<file path="src/rtl/twocomp_to_sm_serial.sv">
// Serial two's-complement to sign/magnitude converter: accepts one 8-bit word,
// processes it LSB first over 8 cycles, then holds the result until taken.
module twocomp_to_sm_serial (
    input  logic       clk,
    input  logic       reset,
    input  logic       in_valid,
    output logic       in_ready,
    input  logic [7:0] a,
    output logic       out_valid,
    input  logic       out_ready,
    output logic       sign,
    output logic [7:0] mag,
    output logic       busy
);

    typedef enum logic [1:0] {
        IDLE  = 2'd0,
        SHIFT = 2'd1,
        DONE  = 2'd2
    } state_e;

    state_e     state_q, state_d;
    logic [7:0] shreg_q, shreg_d;
    logic [7:0] mag_q,   mag_d;
    logic [2:0] cnt_q,   cnt_d;
    logic       seen_q,  seen_d;
    logic       sign_q,  sign_d;
    logic       res_bit;

    // Negative words: copy bits up to and including the first 1, invert above it.
    assign res_bit = shreg_q[0] ^ (sign_q & seen_q);

    always_comb begin
        // NOTE: every signal gets a default first so no path leaves it unassigned (no latch).
        state_d   = state_q;
        shreg_d   = shreg_q;
        mag_d     = mag_q;
        cnt_d     = cnt_q;
        seen_d    = seen_q;
        sign_d    = sign_q;
        in_ready  = 1'b0;
        out_valid = 1'b0;
        busy      = 1'b0;

        case (state_q)
            IDLE: begin
                in_ready = 1'b1;
                if (in_valid) begin
                    shreg_d = a;
                    sign_d  = a[7];
                    cnt_d   = 3'd0;
                    seen_d  = 1'b0;
                    state_d = SHIFT;
                end
            end
            SHIFT: begin
                busy    = 1'b1;
                shreg_d = {1'b0, shreg_q[7:1]};
                mag_d   = {res_bit, mag_q[7:1]};
                seen_d  = seen_q | shreg_q[0];
                cnt_d   = cnt_q + 3'd1;
                if (cnt_q == 3'd7) begin
                    state_d = DONE;
                end
            end
            DONE: begin
                busy      = 1'b1;
                out_valid = 1'b1;
                if (out_ready) begin
                    state_d = IDLE;
                end
            end
            default: begin
                state_d = IDLE;
            end
        endcase
    end

    // NOTE: sequential state uses non-blocking assignments so all registers update together.
    always_ff @(posedge clk) begin
        if (reset) begin
            state_q <= IDLE;
            shreg_q <= 8'h00;
            mag_q   <= 8'h00;
            cnt_q   <= 3'd0;
            seen_q  <= 1'b0;
            sign_q  <= 1'b0;
        end else begin
            state_q <= state_d;
            shreg_q <= shreg_d;
            mag_q   <= mag_d;
            cnt_q   <= cnt_d;
            seen_q  <= seen_d;
            sign_q  <= sign_d;
        end
    end

    assign sign = sign_q;
    assign mag  = mag_q;

endmodule

</file>
<file path="config.mk">
export PLATFORM = sky130hd
export DESIGN_NAME = twocomp_to_sm_serial
export DESIGN_NICKNAME = d
export VERILOG_FILES = /design/src/rtl/twocomp_to_sm_serial.sv
export SDC_FILE = /design/constraint.sdc
export NUM_CORES = 1
export LEC_CHECK = 0
export BUFFER_PORTS_ARGS = -buffer_cell sky130_fd_sc_hd__buf_2
export CAP_MARGIN = 20
export CORE_MARGIN = 10
export CORE_UTILIZATION = 57
export CTS_CLUSTER_DIAMETER = 120
export DETAILED_ROUTE_END_ITERATION = 7
export HOLD_SLACK_MARGIN = 0.1
export PLACE_DENSITY = 0.95
export SETUP_SLACK_MARGIN = 0.5
export SLEW_MARGIN = 15
export SYNTH_ARGS = -nofsm -noshare
export SYNTH_HDL_FRONTEND = slang
export SYNTH_SLANG_ARGS = --single-unit
</file>
<file path="constraint.sdc">
create_clock -name clk -period 2.2 [get_ports clk]
set_input_delay 0.11 -clock clk [delete_from_list [all_inputs] [get_ports clk]]
set_output_delay 0.11 -clock clk [all_outputs]
set_load 0.005 [all_outputs]
</file>
==> metrics.md <==
| Metric | Value |
|---|---|
| Mapped Nets | `131` |
| Hold WC Path Type | `in2reg` |
| Largest net degree at the start of global routing | `26` |
| IO Pins | `24` |
| Run status | `finished, final reports clean` |
| Reg2reg start | `state_q[1]` |
| Layout cells sized above 1 | `0.311` |
| Multi-input gate area | `623 um2` |
| Crit path max fanout | `14` |
| Most used DFF post-synth | `dfxtp_1` |
| Seq. cell area | `460 um2` |
| RSZ-0062 raised after global routing | `false` |
| Die height | `approximately 65 um` |
| Min-delay src | `in_valid` |
| Arrival time of the worst setup path | `1.82 ns` |
| H-tree Lvls | `1` |
| Max-cap viol count | `0` |
| Req. time, crit path | `2.46 ns` |
| FF-to-FF setup slack | `0.65 ns` |
| Tot Pwr | `1.39 mW` |
| Cell variety after synth | `25` |
| Final worst path period need | `1.55 ns` |
| Util after Layout | `0.671` |
| Yosys top cell area share | `0.397` |
| Final hold viol count | `0` |
| Clock buffer depth | `2` |
| Port Buffer Count | `23` |
| Maximum vdd ir drop | `~0.89 mV` |
| Cell with the most instances after synthesis | `dfxtp_1` |
| Synthesized area | `0.00116 mm2` |
| Die area | `about 0.0042 mm2` |
| GPL Wtd Cong | `0.727` |
| Startpoint types | `flop` |
| Yosys warns | `0` |
| Period utilisation layout | `0.706` |
| CTS tree | `yes` |
| Layout filler cell count | `167` |
| Gr busiest metal | `met2` |
| CP Capture Type | `flop` |
| Final Slew Violations | `0` |
| Top area cells in the synthesized netlist | `dfxtp_1 40%, mux2i_1 16%, a211oi_2 7.6%, ha_1 6.5%, nor2_1 5.2%` |
| Post-synth EDFFs | `0` |
| Slew headroom | `0.683` |
| Sum Neg Setup Slack | `0 ns` |
| Routed WL | `2230 um` |
| Synth cell count leaders | `23 x dfxtp_1, 19 x mux2i_1, 16 x nor2_1` |
| Power Density | `around 1100 mW/mm2` |
| F_max | `644 MHz` |
| Number of global-route vias before repair | `831` |
| Tot GR Track Use | `0.110` |
| Die Wd | `65.1 um` |
| Synth Register Bits | `23` |
| Grt met2 use | `0.179` |
| Global-route wire length before repair | `between 3000 and 4000 um` |
| Number of post-CTS setup repair buffers | `0` |
| # rows | `16` |
| DRC | `0` |
| DRT Pass-1 Iters | `4` |
| Cells after Synth | `around 110` |
| Ys async rst share | `0` |
| DR iter-0 viols | `23` |
| Setup Crit Path Kind | `reg2reg` |
| DR vias/cell | `5.38` |
| DPL Wire Length | `1680 um` |
| Hold slack | `0.140 ns` |
| Nets | `154` |
| Crit. Startpoint | `state_q[1]` |
| Clock slew seen by the registers of the worst setup and hold paths | `0.13 ns` |
| Post-synthesis sequential area ratio | `0.397` |
| Core area | `0.00194 mm2` |
| Layout area overhead | `12.4%` |
| Slew at the pin closest to its max-slew limit | `0.476 ns` |
| Met3 GRT Util | `0.0525` |
| Post-route clock skew | `~0.0055 ns` |
| Vias | `872` |
| Initial antenna violation count | `0` |
| Initial cell density of the core | `0.597` |
| Mapped Avg Cell Area | `roughly 10 um2` |
| Grt ovf | `0` |
| # diodes | `0` |
| Post-synth top area cell | `dfxtp_1` |
| Clock sink total | `23` |
| Endpoints failing setup | `0` |
| Lkg Pwr | `0.546 nW` |
| Drt wl/cell | `13.7 um` |
| M1 GR Usage | `0.119` |
| Clk root buf | `clkbuf_4` |
| Worst skew pair latency | `0.33 ns` |
| Num CTS Buffers | `3` |
| Antenna viol nets, final | `0` |
==> kinds of logic after synthesis <==
| logic type | synth area share |
|---|---|
| AOI/OAI and AO/OA | 0.159 |
| xor gates and xnor gates | 0.0151 |
| adders and majority gates | 0.0647 |
| buffers and inverters | 0.0680 |
| and+or+nand+nor | 0.120 |
| muxes | 0.177 |
| DFF | 0.397 |
==> cell type report <==
cell class / instances / share of cell area
Clock buffer: 3 / 0.0173
Sequential cell: 23 / 0.353
Timing Repair Buffer: 26 / 0.107
Clock inverter: 1 / 0.00384
Multi-Input combinational cell: 77 / 0.478
Tap cell: 27 / 0.0259
Inverter: 5 / 0.0144
==> what timing repair did <==
item | CTS | global route
resized for setup | 0 | 1
hold endpoints to repair | 2 | 0
hold buffers | 1 | 0
endpoints found under the setup margin | 0 | 9
==> power by group <==
group | internal [mW] | total, mW | switching (mW)
Combinational | 0.281 | 0.612 | 0.331
Clock | 0.0684 | 0.206 | 0.138
Sequential | 0.509 | 0.571 | 0.0622
Total | 0.858 | 1.39 | 0.531
==> path summary, 6_finish.rpt <==
check | end | cells after the start
setup / recovery | state_q[0] | 5
hold / removal | sign | 3
setup reg to reg | state_q[0] | 5
hold reg to reg | sign | 2
==> state kept, by name, indices dropped and copies added (netlist names) <==
register and cells:
mag 8, seen_q 1, sign 1, cnt_q 3, shreg_q 8, state_q 2
==> layout by cell type, fill, tap and decap left out, types with 2 or more instances in the layout <==
cell type | netlist | routed
dfxtp_1 | 23 | 23
nor2_1 | 16 | 16
mux2i_1 | 19 | 19
buf_4 | 1 | 2
a21oi_1 | 5 | 5
a211oi_1 | 2 | 2
a211oi_2 | 7 | 7
nand3_1 | 2 | 2
a32oi_1 | 2 | 2
clkbuf_4 | 0 | 3
nand2_1 | 3 | 3
ha_1 | 6 | 5
or2_2 | 2 | 2
inv_1 | 5 | 5
buf_2 | 3 | 23
nand2b_1 | 5 | 5
==> worst max-delay path, cell delays in order (launching register included) <==
cell and delay, ns:
dfxtp_1 0.37, inv_1 0.08, ha_1 0.23, buf_4 0.22, a221oi_2 0.34, mux2i_1 0.24
==> stage by stage <==
| step | instance area [um2] | setup WS, ns | instances |
|---|---|---|---|
| finish | 1300 | 0.647 | 162 |
| global route | 1300 | 0.559 | 162 |
| CTS | 1300 | 0.536 | 162 |
| detailed placement | 1260 | 0.564 | 157 |
| global placement | 1260 | 0.655 | 157 |
| floorplan | 1160 | 0.784 | 113 |
==> per-layer routing <==
layer	vias to the layer above	wire length, um
met1	407	965
met4	0	49
met3	6	165
li1	440	-
met2	19	1050
met5	-	0
(Power assumes the default switching activity.)
